**config.mk**
```make
export PLATFORM = sky130hd
export DESIGN_NAME = mem_port_arbiter
export DESIGN_NICKNAME = d
export VERILOG_FILES = /design/src/rtl/mem_port_arbiter.sv
export SDC_FILE = /design/constraint.sdc
export NUM_CORES = 1
export LEC_CHECK = 0
export ABC_AREA = 1
export CAP_MARGIN = 30
export CORE_AREA = 2 2 120 122
export CTS_CLUSTER_DIAMETER = 30
export DETAILED_ROUTE_END_ITERATION = 8
export DIE_AREA = 0 0 122 124
export HOLD_SLACK_MARGIN = 0.12
export PLACE_DENSITY = 0.57
export SKIP_CTS_REPAIR_TIMING = 1
export SYNTH_ARGS = -nofsm -noshare
export SYNTH_HDL_FRONTEND = slang
export SYNTH_SLANG_ARGS = --single-unit
```
**constraint.sdc**
```tcl
create_clock -name clk -period 1.8 [get_ports clk]
set_input_delay 0.27 -clock clk [delete_from_list [all_inputs] [get_ports clk]]
set_output_delay 0.27 -clock clk [all_outputs]
set_load 0.005 [all_outputs]
```
**src/rtl/mem_port_arbiter.sv**
```systemverilog
// rtl/mem_port_arbiter.sv - two-master arbiter in front of a single-port always-accepting memory
//
// Purpose: grants one of two requesters per cycle onto a single memory port.
// m0 has priority, but m1 is guaranteed a grant after STARVE_LIMIT consecutive
// cycles in which it was waiting and lost to m0. Read data returns one cycle
// after acceptance and is routed back to the requester that issued the read.
//
// Ports:
//   clk, rst                       clock, synchronous active-high reset
//   mX_valid/write/wmask/wdata/addr requester X command (X = 0, 1)
//   mX_ready                       requester X accepted this cycle
//   mX_rvalid/rdata                read response for requester X
//   mem_valid/write/wmask/wdata/addr request to the memory (always accepted)
//   mem_rdata                      memory read data, one cycle after a read

module mem_port_arbiter #(
    parameter int ADDR_WIDTH   = 32,
    parameter int STARVE_LIMIT = 4
) (
    input  logic                  clk,
    input  logic                  rst,

    input  logic                  m0_valid,
    input  logic                  m0_write,
    input  logic [3:0]            m0_wmask,
    input  logic [31:0]           m0_wdata,
    input  logic [ADDR_WIDTH-1:0] m0_addr,
    output logic                  m0_ready,
    output logic                  m0_rvalid,
    output logic [31:0]           m0_rdata,

    input  logic                  m1_valid,
    input  logic                  m1_write,
    input  logic [3:0]            m1_wmask,
    input  logic [31:0]           m1_wdata,
    input  logic [ADDR_WIDTH-1:0] m1_addr,
    output logic                  m1_ready,
    output logic                  m1_rvalid,
    output logic [31:0]           m1_rdata,

    output logic                  mem_valid,
    output logic                  mem_write,
    output logic [3:0]            mem_wmask,
    output logic [31:0]           mem_wdata,
    output logic [ADDR_WIDTH-1:0] mem_addr,
    input  logic [31:0]           mem_rdata
);

    localparam logic [7:0] LIMIT = 8'(STARVE_LIMIT);

    logic [7:0] starve_cnt;
    logic       q_rd;
    logic       q_owner;
    logic       limit_hit;
    logic       g0;
    logic       g1;

    // A zero limit means m1 always wins contention; handled separately so the
    // comparison is never made against a constant zero.
    generate
        if (STARVE_LIMIT == 0) begin : g_no_limit
            assign limit_hit = 1'b1;
        end else begin : g_limit
            assign limit_hit = (starve_cnt >= LIMIT);
        end
    endgenerate

    // Grants are suppressed while in reset so nothing reaches the memory.
    always_comb begin
        g1 = 1'b0;
        g0 = 1'b0;
        if (!rst) begin
            g1 = m1_valid & (~m0_valid | limit_hit);
            g0 = m0_valid & ~g1;
        end
    end

    assign m0_ready = g0;
    assign m1_ready = g1;

    always_comb begin
        mem_valid = 1'b0;
        mem_write = 1'b0;
        mem_wmask = 4'h0;
        mem_wdata = 32'h0;
        mem_addr  = '0;
        if (g1) begin
            mem_valid = 1'b1;
            mem_write = m1_write;
            mem_wmask = m1_wmask;
            mem_wdata = m1_wdata;
            mem_addr  = m1_addr;
        end else if (g0) begin
            mem_valid = 1'b1;
            mem_write = m0_write;
            mem_wmask = m0_wmask;
            mem_wdata = m0_wdata;
            mem_addr  = m0_addr;
        end
    end

    always_ff @(posedge clk) begin
        if (rst) begin
            starve_cnt <= 8'd0;
            q_rd       <= 1'b0;
            q_owner    <= 1'b0;
        end else begin
            q_rd    <= (g0 & ~m0_write) | (g1 & ~m1_write);
            q_owner <= g1;
            // m1 waiting without a grant implies m0 took the cycle.
            if (g1 || !m1_valid) begin
                starve_cnt <= 8'd0;
            end else if (g0 && !limit_hit) begin
                starve_cnt <= starve_cnt + 8'd1;
            end
        end
    end

    assign m0_rvalid = q_rd & ~q_owner;
    assign m1_rvalid = q_rd & q_owner;
    assign m0_rdata  = m0_rvalid ? mem_rdata : 32'h0;
    assign m1_rdata  = m1_rvalid ? mem_rdata : 32'h0;

endmodule
```
Yosys cells after proc, flatten, opt, wreduce, memory -nomap -nowiden:

Index checks and enable logic that the tools add are counted.

* logic and storage cells: 37
* register bits: 10
* output and inout port bits: 138

* mux-type cells: 14
* add/subtract/negate cells: 1
* bitwise operators: 13
* reduce and logical (&&, ||, !) cells: 5
* $lt $le $gt $ge: 1

Operators with widths (number)
* 32-bit 2-to-1 mux: 6
* 8-bit by 1-bit adder with 8-bit output, second input constant: 1
* 8-bit by 3-bit >= comparator with 1-bit output, second input constant: 1
* 4-bit 2-to-1 mux: 2
* 1-bit AND: 6
* 1-bit 2-to-1 mux: 6
* 1-bit NOT: 5
* 1-bit logical NOT: 2
* 1-bit bitwise OR: 2
* 2-bit OR reduction: 1
* 1-bit logical AND: 1
* 1-bit logical OR: 1

Logic depth before layout (Yosys ltp):

Gate-level depths: netlist of run 1.

* word-level depth: 8
* depth in mapped cells: 6
* mapped depth without buffers: 5

Least setup slack after synthesis of run 1:

No wires, ideal clock.

* path kind: register -> output
* start: register starve_cnt[2]
* end: output mem_addr[0]
* slack: 0.574 ns
* required time: 1.530 ns
* stages on the path, launching flop included: 6
* data arrival time: 0.956 ns
* path through: dfxtp_1 > nor2_1 > nand4_1 > buf_2 > nand3_1 > nand2_1

* word-level cells in the longest chain between the ends: 8

Ends and longest elaborated chain
* start: declaration: RTL line 51 `logic [7:0] starve_cnt;`
* start signal: assignment: RTL line 114 `starve_cnt <= starve_cnt + 8'd1;`
* 8-bit by 3-bit >= comparator with 1-bit output (*): RTL line 64 `assign limit_hit = (starve_cnt >= LIMIT);`
* 1-bit bitwise OR (*): RTL line 73 `g1 = m1_valid & (~m0_valid | limit_hit);`
* 1-bit AND (*): RTL line 73
* 1-bit NOT: RTL line 74 `g0 = m0_valid & ~g1;`
* 1-bit AND: RTL line 74
* 1-bit 2-to-1 mux: RTL line 72 `if (!rst) begin`
* 32-bit 2-to-1 mux: RTL line 93 `end else if (g0) begin`
* 32-bit 2-to-1 mux (*): RTL line 87 `if (g1) begin`
* end: declaration: RTL line 45 `output logic [ADDR_WIDTH-1:0] mem_addr,`

Mark *: on every way between the ends. The rest lies on a longest branch, timed or not.

Worst setup path after layout of run 1:

* start: register starve_cnt[2]
* end: output mem_addr[18]

The elaborated chain is that of the path after synthesis.

==> results of run 1 <==
## state kept, by name (all words and copies together) (netlist names)
signal	flops
q_owner	1
q_rd	1
starve_cnt	8
## synthesized netlist by cell type (2+ instances only)
cell type | number | area share (%)
buf_6 | 7 | 4.1
dfxtp_1 | 10 | 10
buf_2 | 14 | 3.6
inv_1 | 41 | 8.0
nand3_1 | 140 | 36
clkbuf_1 | 6 | 1.2
nand2_1 | 72 | 14
ha_1 | 2 | 1.3
buf_4 | 7 | 2.7
nor2_1 | 73 | 14
nor3_1 | 2 | 0.52
## per-stage QoR
step / total power (uW) / area [um2]
floorplan: 509 / 1940
global route: 1740 / 5870
CTS: 1610 / 5340
global placement: 1220 / 5260
finish: 1640 / 5870
detailed placement: 1220 / 5260
## cell families (layout without fill, tap and decap cells)
family | after synthesis | count (layout) | share of synthesized area, %
AND/OR/NAND/NOR | 292 | 292 | 67.6
other | 1 | 5 | 0.195
flip-flops | 10 | 10 | 10.4
buffers and inverters | 76 | 386 | 19.8
AO/OA/AOI/OAI | 2 | 2 | 0.651
adder cells (fa/ha/maj) | 2 | 2 | 1.30
## routing by layer
| layer | up-vias | track usage (%) | wire (um) |
|---|---|---|---|
| met5 | - | 0 | 0 |
| met4 | 0 | 1.29 | 207 |
| met3 | 18 | 4.08 | 1140 |
| met2 | 180 | 26.3 | 6810 |
| met1 | 1672 | 14.6 | 5090 |
| li1 | 1848 | - | - |
## critical path: cells and delay by family, from the launching register on
family / cells / cell delay (ns)
and+or+nand+nor: 5 / 0.56
DFF: 1 / 0.32
buffers and inverters: 2 / 0.68
## layout make-up
type	count	area share (%)
Clock buffer	3	1.28
Inverter	42	2.69
Multi-Input combinational cell	301	23.7
Sequential cell	10	3.41
Tap cell	180	3.84
Timing Repair Buffer	341	65.1
## layout by cell type (no fill, tap or decap), drive strengths merged
cell type / instances
dlymetal6s2s: 96
ha: 2
buf: 24
a21oi: 1
nor2: 75
a21boi: 1
nand3: 141
nand2: 73
nor3: 2
inv: 42
clkdlybuf4s50: 215
dfxtp: 10
conb: 5
clkbuf: 9
nand4: 1
## power groups by stage
stage	clock [uW]	sequential, uW	combinational [uW]
after floorplan	0	237	271
after global placement	0	238	980
after detailed placement	0	238	986
after CTS	383	234	992
after global routing	399	236	1100
final	376	236	1030
## worst max-delay path by stage
stage,to,slack [ns],cells past startpoint
6_report,mem_addr[18],-0.29,7
5_1_grt,mem_addr[18],-0.38,7
4_1_cts,mem_addr[10],-0.51,7
3_5_place_dp,mem_addr[10],-0.49,7
3_3_place_gp,mem_addr[10],-0.50,7
2_1_floorplan,mem_addr[0],0.57,5
==> key figures, run 1 <==
Critical path
  • Reg2Reg Depth: 6
  • Arrival time worst endpoint: 1.82 ns
  • Worst R2R Setup Slack: 0.70 ns
  • Critical register-to-register path startpoint: starve_cnt[2]
  • Critical Path Slowest Stage Cell: clkdlybuf4s50_1
  • Critical path launch point type: flip-flop
  • Worst-path maximum fanout: 29
  • Required time of the critical path: 1.53 ns
  • Worst setup path startpoint: starve_cnt[2]
  • R2r endpoint: starve_cnt[2]
  • Critical Path Sink Type: output port
  • Critical path's largest stage delay: 0.50 ns
  • CP cell instances: nor2_2 -> nand3_2 -> nand2_4 -> buf_12 -> nand3_1 -> nand2_1 -> clkdlybuf4s50_1
  • Kind of critical path: reg -> out

Route
  • Routed WL: 13200 um
  • 1st-iter DRT viols: 149
  • Via density: 4.24
  • DRC: 0
  • Wirelength per Cell: 15.1 um
  • ANT nets after route: 0
  • First-pass DRT Iterations: 4
  • Vias: 3718

Finish
  • Fin cells: 877
  • Multi-input gate area: 1390 um2
  • Layout Nets: 875
  • Fillers: 1397
  • Post-layout util: 42.8%
  • # diodes: 0
  • Area Growth Syn to Fin: 205%
  • Layout cells sized above 1: 7.17%
  • Sequential cell area: 200 um2

Clocking
  • H-Tree Depth: 1
  • CTS clk-pin slew, worst paths: 0.04 ns
  • Root buf cell: clkbuf_16
  • CTS Buf Count: 3
  • CTS tree: built
  • Sink Count: 10
  • Worst-Skew Late Latency: 0.23 ns
  • Clock buffer depth: 2

STA
  • Unrepaired setup endpoints after global routing: true
  • Count of final setup violators: 16
  • Hold Vio Cnt, Final: 0
  • Final min period: 2.09 ns
  • Pins Over Slew Limit: 0
  • Period Utilization, post-route: 116%
  • WHS: 0.450 ns
  • Final WS setup: -0.294 ns
  • Fin Setup TNS: -3.84 ns
  • Clk_skew: 0.00106 ns
  • Achievable frequency: 0.478 GHz

Global routing
  • Largest net degree at the start of global routing: 51
  • GRT Overall Usage: 13.4%
  • Vias in the first global route: 3366
  • First-pass GRT wire length: 16400 um
  • Grt ovf: 0
  • Initial antenna violation count: 0

Worst hold path
  • Min-Delay Path Class: reg -> reg
  • Worst Hold Path Cells: 1
  • Hold path start: starve_cnt[0]
  • Worst hold path endpoint: starve_cnt[0]

Floorplan
  • Die Height: 124 um
  • Starting Density: 14.0%
  • Core Area: 13700 um2
  • Die width: 122 um
  • Die area: 15100 um2
  • Top-Level Pins: 312
  • Core Rows: 43

Power and ir drop
  • Switching pwr: 450 uW
  • Switch share: 27.5%
  • Clock share of power: 22.9%
  • Internal power: 1190 uW
  • Combinational power share: 62.7%
  • Sequential Power Share: 14.4%
  • Static Leakage: 0.00404 uW
  • VDD IR-drop max: 0.241 mV
  • Pwr/cell area: 279 nW/um2

Place
  • DP HPWL: 9330 um
  • Dpl cells: 861
  • Pre-CTS setup slack: -0.492 ns
  • RD Place Congestion: 0.779
  • Port bufs: 311

Outcome
  • Failing checks: setup timing
  • Outcome: complete, but fails checks

Synthesis
  • EDFF count, synth: 0
  • Syn avg cell area: 5.02 um2
  • Asr flop ratio synth: 0%
  • Yosys reg bits: 10
  • Dominant synthesized flop cell: dfxtp_1
  • Sequential area share after synthesis: 10.4%
  • Cell variety after synth: 20
  • Yosys warns: 0
  • Synthesized cell area: 1920 um2
  • Synth Instances: 383

Flow run
  • Max cap viols: 0
No activity file was read; power rests on OpenSTA's default activity.
==> run 2, diff against run 1 <==
- CAP_MARGIN: 30 -> not set
- TNS_END_PERCENT: not set -> 30
==> key figures, run 2 (synthesized netlist as in run 1, its figures left out) <==
Finish
  • Most common cell after layout, fill and taps aside: clkdlybuf4s50_1 (unchanged)
  • Fin cells: 875 (was 877)
  • Largest Register: starve_cnt (unchanged)
  • Largest regs: starve_cnt: 8 flops, q_owner: 1 flops, q_rd: 1 flops (unchanged)
  • Max reg flops: 8 (unchanged)
  • # diodes: 0 (unchanged)
  • Area Growth Syn to Fin: 203% (was 205%)
  • Commonest non-fill, non-tap cells in the layout: clkdlybuf4s50_1 (216), nand3_1 (139), dlymetal6s2s_1 (95) (was clkdlybuf4s50_1 (215), nand3_1 (139), dlymetal6s2s_1 (96))
  • Layout cells sized above 1: 6.76% (was 7.17%)
  • Design area: 5830 um2 (was 5870 um2)
  • Fillers: 1393 (was 1397)
  • Post-layout util: 42.5% (was 42.8%)
  • Layout Nets: 873 (was 875)

Place
  • Dpl cells: 861 (unchanged)
  • Area after DPL: 5260 um2 (unchanged)
  • DP HPWL: 9330 um (unchanged)
  • Pre-CTS setup slack: -0.492 ns (unchanged)
  • RD Place Congestion: 0.779 (unchanged)
  • Port bufs: 311 (unchanged)

Outcome
  • Failing checks: setup timing (unchanged)
  • Outcome: complete, but fails checks (unchanged)

Critical path
  • Critical path's largest stage delay: 0.50 ns (about the same)
  • Critical path launch point type: flip-flop (unchanged)
  • Kind of critical path: reg -> out (unchanged)
  • Critical Path Sink Type: output port (unchanged)
  • Critical Path Slowest Stage Cell: clkdlybuf4s50_1 (unchanged)
  • Worst R2R Setup Slack: 0.69 ns (was 0.70 ns)
  • CP cell instances: nor2_2 -> nand3_2 -> nand2_4 -> buf_12 -> nand3_1 -> nand2_1 -> clkdlybuf4s50_1 (unchanged)
  • Worst-path maximum fanout: 29 (unchanged)
  • Arrival time worst endpoint: 1.83 ns (was 1.82 ns)
  • Required time of the critical path: 1.53 ns (about the same)

Global routing
  • Largest net degree at the start of global routing: 51 (unchanged)
  • Grt ovf: 0 (unchanged)
  • First-pass GRT wire length: 16400 um (unchanged)
  • M3 GR Usage: 4.08% (unchanged)
  • Busiest metal layer after global routing: met2 (unchanged)
  • Initial antenna violation count: 0 (unchanged)
  • GRT Overall Usage: 13.4% (unchanged)
  • Met1 Usage GRT: 14.6% (unchanged)
  • Vias in the first global route: 3366 (unchanged)
  • Met2 usage: 26.3% (unchanged)

STA
  • Final min period: 2.10 ns (was 2.09 ns)
  • Final WS setup: -0.300 ns (was -0.294 ns)
  • Pins Over Slew Limit: 0 (unchanged)
  • Clk_skew: 0.00108 ns (was 0.00106 ns)
  • Count of final setup violators: 16 (unchanged)
  • Period Utilization, post-route: 117% (was 116%)
  • Unrepaired setup endpoints after global routing: true (unchanged)
  • Achievable frequency: 0.476 GHz (was 0.478 GHz)
  • Hold Vio Cnt, Final: 0 (unchanged)

Route
  • Wirelength per Cell: 15.0 um (was 15.1 um)
  • Via density: 4.23 (was 4.24)
  • First-pass DRT Iterations: 4 (unchanged)
  • 1st-iter DRT viols: 155 (was 149)
  • Routed WL: 13100 um (was 13200 um)
  • Vias: 3705 (was 3718)
  • ANT nets after route: 0 (unchanged)
  • DRC: 0 (unchanged)

Floorplan
  • Core Rows: 43 (unchanged)
  • Starting Density: 14.0% (unchanged)
  • Die area: 15100 um2 (unchanged)
  • Core Area: 13700 um2 (unchanged)
  • Die Height: 124 um (unchanged)
  • Top-Level Pins: 312 (unchanged)
  • Die width: 122 um (unchanged)

Clocking
  • Sink Count: 10 (unchanged)
  • Root buf cell: clkbuf_16 (unchanged)
  • Worst-Skew Late Latency: 0.23 ns (about the same)
  • Clock buffer depth: 2 (unchanged)
  • CTS tree: built (unchanged)
  • CTS Buf Count: 3 (unchanged)
  • H-Tree Depth: 1 (unchanged)
  • CTS clk-pin slew, worst paths: 0.04 ns (about the same)

Flow run
  • Max cap viols: 0 (unchanged)

Worst hold path
  • Min-Delay Path Class: reg -> reg (unchanged)

Power and ir drop
  • Static Leakage: 0.00401 uW (was 0.00404 uW)
  • Pwr/cell area: 279 nW/um2 (about the same)
  • VDD IR-drop max: 0.241 mV (about the same)
==> run 2: routing by layer <==
layer,up-vias,share of wire (%)
li1,1843,-
met1,1659,38
met2,183,51
met3,20,8.7
met4,0,1.6
met5,-,0
==> run 2: path summary, 6_finish.rpt <==
check	start	cells past startpoint	to
max	starve_cnt[2]	7	mem_addr[18]
min reg2reg	starve_cnt[0]	1	starve_cnt[0]
max reg2reg	starve_cnt[2]	6	starve_cnt[2]
min	starve_cnt[0]	1	starve_cnt[0]
==> run 2: layout make-up <==
cell class	count	area [um2]	area share (%)
timing repair buffer	339	3780	64.9
clock buffer	3	75.1	1.29
tap	180	225	3.86
inverter	42	158	2.71
multi-input combinational	301	1390	23.8
sequential	10	200	3.43
==> run 2: critical path: cells and delay by family, from the launching register on <==
family | cells | cell delay [ns]
and+or+nand+nor | 5 | 0.57
DFF | 1 | 0.32
buffers and inverters | 2 | 0.68
==> run 2: per-stage QoR <==
stage | hold WS [ns] | setup TNS (ns) | power [uW]
after floorplan | 0.349 | 0 | 509
after global placement | 0.425 | -31.71 | 1220
after detailed placement | 0.446 | -32.38 | 1220
after CTS | 0.457 | -34.60 | 1610
after global routing | 0.478 | -5.36 | 1730
final | 0.450 | -3.75 | 1630
==> run 2: power by group <==
part | internal (uW) | switching, uW
Sequential | 232 | 3.96
Clock | 287 | 89.0
Combinational | 662 | 353
